$ cat src/rtl/sound_pkg.sv
// Shared types, FSM encoding and melody ROM for the sound sequencer.
package sound_pkg;

  typedef enum logic [1:0] {
    EVT_NONE  = 2'd0,
    EVT_START = 2'd1,
    EVT_FOOD  = 2'd2,
    EVT_GO    = 2'd3
  } evt_t;

  typedef enum logic [1:0] {
    ST_IDLE = 2'd0,
    ST_LOAD = 2'd1,
    ST_PLAY = 2'd2
  } state_t;

  typedef struct packed {
    logic [16:0] hp;
    logic [9:0]  dur;
    logic        last;
  } note_t;

  localparam int ROM_DEPTH = 9;

  localparam logic [3:0] BASE_START = 4'd0;
  localparam logic [3:0] BASE_FOOD  = 4'd3;
  localparam logic [3:0] BASE_GO    = 4'd5;

  // hp = 0 encodes a rest; last marks the final note of each melody.
  localparam note_t MELODY_ROM [ROM_DEPTH] = '{
    {17'd47801, 10'd100, 1'b0},
    {17'd37936, 10'd100, 1'b0},
    {17'd31888, 10'd150, 1'b1},
    {17'd28409, 10'd60,  1'b0},
    {17'd18954, 10'd80,  1'b1},
    {17'd63776, 10'd200, 1'b0},
    {17'd0,     10'd50,  1'b0},
    {17'd75758, 10'd200, 1'b0},
    {17'd95420, 10'd400, 1'b1}
  };

  function automatic note_t rom_read(input logic [3:0] idx);
    note_t n;
    n = '0;
    if (idx < 4'(ROM_DEPTH)) begin
      n = MELODY_ROM[idx];
    end else begin
      n = '0;
    end
    return n;
  endfunction

endpackage

$ cat src/rtl/tick_gen.sv
// Duration prescaler: one-cycle tick every DIV clocks, synchronously restartable.
module tick_gen #(
  parameter int DIV = 50000
) (
  input  logic clk,
  input  logic reset_n,
  input  logic restart_i,
  output logic tick_o
);

  localparam int CW = (DIV > 1) ? $clog2(DIV) : 1;

  logic [CW-1:0] cnt_q;
  logic [CW-1:0] cnt_d;

  assign tick_o = (cnt_q == CW'(DIV - 1));

  // Next count: wrap on tick, clear on restart.
  always_comb begin
    cnt_d = cnt_q;
    if (restart_i || tick_o) begin
      cnt_d = '0;
    end else begin
      cnt_d = cnt_q + CW'(1);
    end
  end

  // Prescaler register.
  always_ff @(posedge clk or negedge reset_n) begin
    if (!reset_n) begin
      cnt_q <= '0;
    end else begin
      cnt_q <= cnt_d;
    end
  end

endmodule

$ cat src/rtl/sound_sequencer.sv
// Event-driven melody scheduler: arbitrates game events and walks note lists
// from the ROM, driving registered half-period/enable to the tone generator.
module sound_sequencer
  import sound_pkg::*;
#(
  parameter int TICK_DIV = 50000,
  parameter int HP_W     = 17
) (
  input  logic            clk,
  input  logic            reset_n,
  input  logic            evt_start,
  input  logic            evt_food,
  input  logic            evt_gameover,
  output logic [HP_W-1:0] tone_half_period,
  output logic            tone_en,
  output logic            busy,
  output logic [1:0]      cur_evt
);

  state_t          state_q, state_d;
  evt_t            evt_q, evt_d;
  logic [3:0]      idx_q, idx_d;
  logic            first_q, first_d;
  note_t           note_q, note_d;
  logic [9:0]      dur_cnt_q, dur_cnt_d;
  logic            pend_start_q, pend_start_d;
  logic            pend_food_q, pend_food_d;
  logic            pend_go_q, pend_go_d;
  logic [HP_W-1:0] hp_q, hp_d;
  logic            en_q, en_d;
  logic            busy_q, busy_d;
  logic [1:0]      cur_q, cur_d;

  note_t rom_s;
  logic  tick_s;
  logic  restart_s;
  logic  note_done_s;
  logic  clr_s;

  tick_gen #(.DIV(TICK_DIV)) u_tick_gen (
    .clk       (clk),
    .reset_n   (reset_n),
    .restart_i (restart_s),
    .tick_o    (tick_s)
  );

  assign rom_s       = rom_read(idx_q);
  assign restart_s   = (state_q != ST_PLAY);
  assign note_done_s = tick_s && (dur_cnt_q == (note_q.dur - 10'd1));
  // Flags drop on the first LOAD of a melody; a same-edge pulse still wins.
  assign clr_s       = (state_q == ST_LOAD) && first_q;

  // Pending flags: set by pulse, cleared on melody load; gameover also flushes the others.
  always_comb begin
    pend_go_d    = (pend_go_q && !(clr_s && (evt_q == EVT_GO))) || evt_gameover;
    pend_food_d  = (pend_food_q && !(clr_s && ((evt_q == EVT_FOOD) || (evt_q == EVT_GO))))
                   || evt_food;
    pend_start_d = (pend_start_q && !(clr_s && ((evt_q == EVT_START) || (evt_q == EVT_GO))))
                   || evt_start;
  end

  // Next-state logic and registered-output precompute.
  always_comb begin
    state_d   = state_q;
    evt_d     = evt_q;
    idx_d     = idx_q;
    first_d   = first_q;
    note_d    = note_q;
    dur_cnt_d = dur_cnt_q;
    case (state_q)
      ST_IDLE: begin
        if (pend_go_q) begin
          evt_d = EVT_GO;   idx_d = BASE_GO;    first_d = 1'b1; state_d = ST_LOAD;
        end else if (pend_food_q) begin
          evt_d = EVT_FOOD; idx_d = BASE_FOOD;  first_d = 1'b1; state_d = ST_LOAD;
        end else if (pend_start_q) begin
          evt_d = EVT_START; idx_d = BASE_START; first_d = 1'b1; state_d = ST_LOAD;
        end else begin
          evt_d = EVT_NONE;
        end
      end
      ST_LOAD: begin
        note_d    = rom_s;
        dur_cnt_d = 10'd0;
        first_d   = 1'b0;
        state_d   = ST_PLAY;
      end
      ST_PLAY: begin
        if (pend_go_q && (evt_q != EVT_GO)) begin
          evt_d = EVT_GO; idx_d = BASE_GO; first_d = 1'b1; state_d = ST_LOAD;
        end else if (note_done_s) begin
          if (note_q.last) begin
            evt_d   = EVT_NONE;
            state_d = ST_IDLE;
          end else begin
            idx_d   = idx_q + 4'd1;
            state_d = ST_LOAD;
          end
        end else if (tick_s) begin
          dur_cnt_d = dur_cnt_q + 10'd1;
        end else begin
          dur_cnt_d = dur_cnt_q;
        end
      end
      default: begin
        evt_d   = EVT_NONE;
        state_d = ST_IDLE;
      end
    endcase

    busy_d = (state_d != ST_IDLE);
    cur_d  = busy_d ? evt_d : EVT_NONE;
    hp_d   = (state_d == ST_PLAY) ? HP_W'(note_d.hp) : '0;
    en_d   = (state_d == ST_PLAY) && (note_d.hp != 17'd0);
  end

  // Sequencer state and output registers.
  always_ff @(posedge clk or negedge reset_n) begin
    if (!reset_n) begin
      state_q      <= ST_IDLE;
      evt_q        <= EVT_NONE;
      idx_q        <= 4'd0;
      first_q      <= 1'b0;
      note_q       <= '0;
      dur_cnt_q    <= 10'd0;
      pend_start_q <= 1'b0;
      pend_food_q  <= 1'b0;
      pend_go_q    <= 1'b0;
      hp_q         <= '0;
      en_q         <= 1'b0;
      busy_q       <= 1'b0;
      cur_q        <= 2'd0;
    end else begin
      state_q      <= state_d;
      evt_q        <= evt_d;
      idx_q        <= idx_d;
      first_q      <= first_d;
      note_q       <= note_d;
      dur_cnt_q    <= dur_cnt_d;
      pend_start_q <= pend_start_d;
      pend_food_q  <= pend_food_d;
      pend_go_q    <= pend_go_d;
      hp_q         <= hp_d;
      en_q         <= en_d;
      busy_q       <= busy_d;
      cur_q        <= cur_d;
    end
  end

  assign tone_half_period = hp_q;
  assign tone_en          = en_q;
  assign busy             = busy_q;
  assign cur_evt          = cur_q;

endmodule

$ cat config.mk
export PLATFORM = sky130hd
export DESIGN_NAME = sound_sequencer
export DESIGN_NICKNAME = d
export VERILOG_FILES = /design/src/rtl/sound_pkg.sv /design/src/rtl/tick_gen.sv /design/src/rtl/sound_sequencer.sv
export SDC_FILE = /design/constraint.sdc
export NUM_CORES = 1
export LEC_CHECK = 0
export ABC_AREA = 1
export BUFFER_PORTS_ARGS = -buffer_cell sky130_fd_sc_hd__clkbuf_2
export CAP_MARGIN = 0
export CORE_AREA = 3 3 100 112
export DETAILED_ROUTE_END_ITERATION = 10
export DIE_AREA = 0 0 103 115
export GPL_TIMING_DRIVEN = 0
export SLEW_MARGIN = 20
export SYNTH_ARGS = -nofsm -noshare
export SYNTH_HDL_FRONTEND = slang
export SYNTH_SLANG_ARGS = --single-unit
$ cat constraint.sdc
create_clock -name clk -period 2.1 [get_ports clk]
set_input_delay 0.525 -clock clk [delete_from_list [all_inputs] [get_ports clk]]
set_output_delay 0.525 -clock clk [all_outputs]
set_load 0.02 [all_outputs]
==> flow_summary.json, run 1 <==
{
  "yosysWarningCount": 0,
  "start_util_pct": 42.25,
  "grt_pass1_wl_um": 16560,
  "chipWidth_um": 103,
  "skew_ps": 6.769,
  "r2r_slack_ps": 90,
  "slew_headroom_pct": 53.06,
  "status": "completed",
  "crit_fanout": 7,
  "tightest_slew_ps": 696.7,
  "nets": 593,
  "r2r_start": "note_q[2]",
  "vias_per_cell": 5.033,
  "coreArea_sq_um": 10250,
  "r2r-end": "dur_cnt_q[1]",
  "area_delta_synth_final_pct": 18.53,
  "vias": 3548,
  "async_flop_share_pct": 100.0,
  "cp.arrival_ps": 2240,
  "setup_ws_ps": 87.30,
  "wl_met1_um": 4286,
  "power_density_nw_per_um2": 1487,
  "synth-seq-cells": 85,
  "end_kind": "flip-flop",
  "finalMaxSlewViolations": 0,
  "syn_inst": 532,
  "htreeDepth": 3,
  "crit_top_cell": "nand2_1",
  "place.gp.congestion": 0.8750,
  "crit_chain": "inv_2, ha_4, inv_2, nand2_2, nand2_1, nand2_1, nand2_1, nor2_1, nand2_1, nor2_2, nand3_4, nand2_4, nand2_8, buf_8, nand3_2, nand2_1",
  "critical_path_required_ps": 2330,
  "num_rows": 39,
  "synth-edff-count": 0,
  "setup_viol": 0,
  "clock_path_buffers": 2,
  "post-place-ws_ps": -224.3,
  "vdd_drop_max_mv": 0.7653,
  "holdWs_ps": 202.6,
  "synth_ff_type": "dfrtp_1",
  "first_pass_iters": 4,
  "clkSinkCount": 85,
  "max_stage_delay_ps": 390,
  "cts_tree": "done",
  "rsz0062_at_grt": "yes",
  "final_antenna_net_count": 0,
  "syn_nets": 548,
  "final_layout_size_suffix_gt1_share_pct": 20.96,
  "crit_path_start_kind": "flip-flop",
  "numCtsBuffers": 9,
  "period_share_pct": 95.84,
  "fin_util_pct": 50.07,
  "num_antenna_cells": 0,
  "overflow": 0,
  "synth_cell_type_count": 40,
  "drc_errors": 0,
  "route.met3.wl_um": 289,
  "ff2ff_path_depth": 16,
  "io_pins": 26,
  "post_drt_wl_per_cell_um": 13.66,
  "wl_um": 9629,
  "finalHoldViolCount": 0,
  "antenna_found_initial": 0,
  "hold_class": "input port to asynchronous set/reset pin",
  "grt_pass1_vias": 3629,
  "io_buffer_count": 25,
  "path_class": "flip-flop to flip-flop",
  "critical_path.slowest_cell": "dfrtp_1",
  "hpwlAfterDp_um": 6854,
  "leakagePower_nw": 2.479,
  "met2_length_um": 4786,
  "fmax_mhz": 496.8,
  "synth-seq-area-share_pct": 49.13,
  "track_usage_pct": 17.61,
  "netlist_area_sq_um": 4329,
  "highest_layer": "met4",
  "drtIter0Drc": 161,
  "dieHeight_um": 115,
  "cap_viol_max_count": 0,
  "clk_pin_slew_ps": 60,
  "die_area_sq_um": 11850,
  "layout_min_cycle_time_ps": 2013,
  "cts_root_buf": "clkbuf_16",
  "avgSynthCellArea_sq_um": 8.138,
  "clk_latency_ps": 340,
  "grt_max_degree": 86,
  "hold_buffers": 0
}
[Yosys cell counts, types with 3 or more instances]
cell type	n	area [sq um]
dfrtp_1	85	2127
o22ai_1	8	50.05
a22oi_1	4	30.03
inv_1	73	274.0
a21oi_2	4	35.03
o21ai_2	6	52.55
xor2_1	6	52.55
a21oi_1	18	90.09
ha_1	11	137.6
nand3_1	33	165.2
nand2_1	114	427.9
nand4_1	4	25.02
nor2_1	61	229.0
inv_2	9	33.78
o21ai_1	4	20.02
nor2_2	11	68.82
nor4_1	4	25.02
nand2_2	3	18.77
xnor2_1	5	43.79
clkbuf_1	4	15.01
nor3_1	7	35.03
buf_2	6	30.03
o21ai_0	29	145.1
[what timing repair did]
action / in CTS / in global routing
pin swaps: 0 / 10
gates resized for setup: 8 / 25
gates cloned: 0 / 1
endpoints found under the setup margin: 34 / 41
setup buffers: 0 / 8
[layout by cell type (no fill, tap or decap), types with 2 or more instances in the layout]
cell          n
o21bai_1      2
nand3_2       2
xor2_1        6
a21oi_2       3
a21oi_1      18
nand3_1      32
nand2_1     108
xnor2_1       5
or2_2         2
buf_4         9
ha_1         10
clkbuf_16    10
inv_1        69
and3_1        2
o22ai_2       2
nor2_2       11
nor2_1       61
clkbuf_2     24
inv_2        13
nor3_1        7
buf_2         4
dfrtp_1      84
nor4_1        4
o21ai_1       3
o21ai_0      26
a22oi_2       3
clkbuf_1      3
o21ai_2      10
nor3_2        2
nand2_2       9
o22ai_1       6
nand4_1       4
clkinvlp_4    2
clkbuf_8      3
a211oi_1      2
[power by group]
part | switching (W) | internal, W
registers | 0.000300 | 0.00213
logic | 0.00231 | 0.00126
clock network | 0.000640 | 0.000985
total | 0.00325 | 0.00438
[cell families (layout without fill, tap and decap cells)]
logic type / after synthesis / in the layout / share of synthesized area (%)
AOI/OAI and AO/OA: 81 / 81 / 11.21
xor gates and xnor gates: 11 / 11 / 2.225
adders and majority gates: 11 / 11 / 3.179
buffers and inverters: 94 / 144 / 8.497
DFF: 85 / 85 / 49.13
and+or+nand+nor: 250 / 250 / 25.75
[per-stage QoR]
step	instances	total power (W)	TNS, ps	instance area, sq um
final	705	0.007628	0	5131
after global routing	705	0.008245	-697.5	5131
after CTS	696	0.007282	-12.32	4947
after detailed placement	680	0.005567	-1195	4617
after global placement	680	0.005516	-38700	4608
after floorplan	532	0.004688	0	4329
[how the worst max path moves through the flow]
stage,from,endpoint,cells past startpoint
5_1_grt,note_q[2],busy,14
4_1_cts,idx_q[0],tone_en,11
3_5_place_dp,idx_q[0],tone_en,11
2_1_floorplan,note_q[2],dur_cnt_q[1],16
3_3_place_gp,reset_n,tone_en,1
6_report,note_q[2],dur_cnt_q[1],16
[layout make-up]
type | instances | area, sq um
multi-input combinational | 353 | 1926
fill | 969 | 5116
inverter | 83 | 311.5
clock buffer | 11 | 252.7
buffer | 11 | 68.82
tap | 123 | 153.9
sequential | 85 | 2128
timing repair buffer | 34 | 231.5
clock inverter | 5 | 58.81
[critical path, delay by kind of cell, from the launching register on]
family / cells / cell delay, ps
fa+ha+maj: 1 / 170
buf+inv: 3 / 290
flops: 1 / 390
simple gates: 12 / 1030
[flip-flops by register name, indices dropped and copies added (netlist names)]
register and flops:
evt_q 2, pend_start_q 1, state_q 2, tone_half_period 17
u_tick_gen.cnt_q 16, note_q 26, busy 1, cur_evt 2
pend_food_q 1, dur_cnt_q 10, tone_en 1, first_q 1
idx_q 4, pend_go_q 1
[per-layer routing]
layer / vias up / GRT usage [%]
met5: - / 0
met4: 0 / 7.772
met3: 18 / 3.641
met2: 54 / 29.05
met1: 1684 / 22.20
li1: 1792 / -
Note: power is estimated with default switching activity, not from simulation.
==> inputs of run 2 (changes only) <==
--- a/config.mk
+++ b/config.mk
@@ -5,12 +5,11 @@
 export SDC_FILE = /design/constraint.sdc
 export NUM_CORES = 1
 export LEC_CHECK = 0
-export ABC_AREA = 1
 export BUFFER_PORTS_ARGS = -buffer_cell sky130_fd_sc_hd__clkbuf_2
 export CAP_MARGIN = 0
-export CORE_AREA = 3 3 100 112
+export CORE_AREA = 3 3 98 110
 export DETAILED_ROUTE_END_ITERATION = 10
-export DIE_AREA = 0 0 103 115
+export DIE_AREA = 0 0 101 113
 export GPL_TIMING_DRIVEN = 0
 export SLEW_MARGIN = 20
 export SYNTH_ARGS = -nofsm -noshare
==> flow_summary.json, run 2 <==
{
  "period_share_pct": 127.8,
  "end_kind": "flip-flop",
  "hpwlAfterDp_um": 6273,
  "io_buffer_count": 25,
  "vias": 3206,
  "final_layout_size_suffix_gt1_share_pct": 21.09,
  "clock_path_buffers": 2,
  "syn_nets": 439,
  "fmax_mhz": 372.6,
  "synth.area.mux_share_pct": 1.327,
  "nets": 490,
  "cts_root_buf": "clkbuf_8",
  "critical_path_required_ps": 2360,
  "antenna_found_initial": 0,
  "async_flop_share_pct": 100.0,
  "synth_area_leaders": "dfrtp_1, nor2_1, ha_1",
  "max_stage_delay_ps": 500,
  "netlist_area_sq_um": 4149,
  "hold_buffers": 0,
  "yosysWarningCount": 0,
  "stdcell_count": 599,
  "grt_pass1_wl_um": 16100,
  "num_antenna_cells": 0,
  "syn_inst": 423,
  "hold_class": "input port to asynchronous set/reset pin",
  "yosys-top-cells-count": "dfrtp_1, nor2_1, nand2_1",
  "final_antenna_net_count": 0,
  "num_rows": 38,
  "layout_min_cycle_time_ps": 2684,
  "clkSinkCount": 85,
  "critical_path.slowest_cell": "or4b_4",
  "htreeDepth": 3,
  "vias_per_cell": 5.352,
  "cap_viol_max_count": 0,
  "synth-seq-cells": 85,
  "status": "finished with violations",
  "cts_tree": "done",
  "layout_common_cells": "dfrtp_1, nor2_1, nand2_1",
  "synth_top_cell_area_share_pct": 51.27,
  "area_delta_synth_final_pct": 19.21,
  "avgSynthCellArea_sq_um": 9.808,
  "path_class": "flip-flop to flip-flop",
  "leakagePower_nw": 2.280,
  "post_drt_wl_per_cell_um": 15.59,
  "cp.arrival_ps": 2940,
  "setup_ws_ps": -584.0,
  "clk_latency_ps": 370,
  "io_pins": 26,
  "post-place-ws_ps": -780.5,
  "synth_xor_area_share_pct": 4.644,
  "track_usage_pct": 17.94,
  "synthAdderAreaFrac_pct": 3.317,
  "overflow": 0,
  "yosys.area_share.simple_pct": 21.02,
  "synth.largest_area_cell": "dfrtp_1",
  "synth_top_family_by_area": "simple AND/OR/NAND/NOR gates",
  "grt_pass1_vias": 3302,
  "layout_commonest_cell": "dfrtp_1",
  "slew_headroom_pct": 56.80,
  "start_util_pct": 42.36,
  "crit_chain": "inv_2, ha_4, or4b_4, or3_4, a21boi_4, nor2_2, o41ai_4, nand2_4, mux2_4",
  "synth-edff-count": 0,
  "finalHoldViolCount": 0,
  "vdd_drop_max_mv": 0.8075,
  "violations": "setup timing",
  "dieHeight_um": 113,
  "chipWidth_um": 101,
  "place.gp.congestion": 0.9127,
  "die_area_sq_um": 11410,
  "rsz0062_at_grt": "yes",
  "clk_pin_slew_ps": 90,
  "setup_viol": 39,
  "synth_ff_type": "dfrtp_1",
  "first_pass_iters": 4,
  "dp_cells": 568,
  "tightest_slew_ps": 648.1,
  "grt_max_degree": 86,
  "synth-seq-area-share_pct": 51.27,
  "coreArea_sq_um": 9794,
  "drtIter0Drc": 127,
  "crit_fanout": 4,
  "yosysMostFrequentCell": "dfrtp_1",
  "drc_errors": 0,
  "finalMaxSlewViolations": 0,
  "synth_cell_type_count": 57,
  "crit_path_start_kind": "flip-flop",
  "synth_compound_area_share_pct": 14.63,
  "wl_um": 9338,
  "numCtsBuffers": 9,
  "largest_register": "note_q",
  "skew_ps": 11.29,
  "power_density_nw_per_um2": 1394,
  "largest_reg_flops": 26
}
[run 2: cell count changes in the layout (fill, tap and decap cells not counted), moves of 10 or more]
cell / previous run / this run
nand3_1: 32 / 16
nand2_1: 108 / 32
inv_1: 69 / 21
inv_2: 13 / 3
clkbuf_16: 10 / 0
[run 2: cells by family after synthesis]
group,count (synthesis)
AOI/OAI and AO/OA,91
xor gates and xnor gates,22
adders and majority gates,11
buffers and inverters,40
DFF,85
muxes,5
and+or+nand+nor,169
[run 2: path summary, 6_finish.rpt]
kind                       slack (ps)           startpoint  depth (start not counted)                    to
max in group asynchronous        1420              reset_n                          1             note_q[4]
hold / removal                    190              reset_n                          1  u_tick_gen.cnt_q[11]
setup reg to reg                 -580            note_q[3]                          9              idx_q[2]
min in group clk                  340             evt_food                          2           pend_food_q
setup / recovery                 -580            note_q[3]                          9              idx_q[2]
hold reg to reg                   470  u_tick_gen.cnt_q[0]                          1   u_tick_gen.cnt_q[0]
[run 2: repair_timing]
item,in CTS,in global routing
setup buffers,11,2
cloned,2,0
pin swaps,18,5
gates resized for setup,19,17
endpoints found under the setup margin,51,46
[run 2: final cells by class]
| type | instances | area [sq um] |
|---|---|---|
| fillers | 927 | 4848 |
| repair buffers | 40 | 265.3 |
| flip-flops and latches | 85 | 2128 |
| well taps | 120 | 150.1 |
| multi-input cells | 298 | 1996 |
| inverters | 25 | 93.84 |
| clock inverters | 5 | 81.33 |
| plain buffers | 15 | 80.08 |
| clock buffers | 11 | 151.4 |
[run 2: critical path, delay by kind of cell (launching register included)]
| family | cells | cell delay [ps] |
|---|---|---|
| adders and majority gates | 1 | 120 |
| DFF | 1 | 400 |
| AOI/OAI and AO/OA | 2 | 630 |
| muxes | 1 | 300 |
| and+or+nand+nor | 4 | 1020 |
| buffers and inverters | 1 | 90 |
[run 2: where the power goes]
part | internal [W] | switching (W)
Sequential | 0.00208 | 0.000310
Clock | 0.000737 | 0.000615
Combinational | 0.00121 | 0.00194
[run 2: stage by stage]
step	area, sq um	utilization, %	hold WS [ps]	total power, W	TNS, ps
floorplan	4183	-	229.4	0.004432	-13500
global placement	4458	45.52	454.6	0.005143	-60310
detailed placement	4467	45.61	458.5	0.005202	-27410
CTS	4861	49.63	212.5	0.006814	-17340
global route	4946	50.50	225.2	0.007426	-22480
finish	4946	50.50	187.6	0.006894	-18700
[run 2: routing by layer]
metal	track usage, %	wire length [um]	vias to the layer above
met3	3.576	224	16
li1	-	-	1581
met4	8.156	220	0
met5	0	0	-
met2	28.68	4614	39
met1	23.50	4279	1570
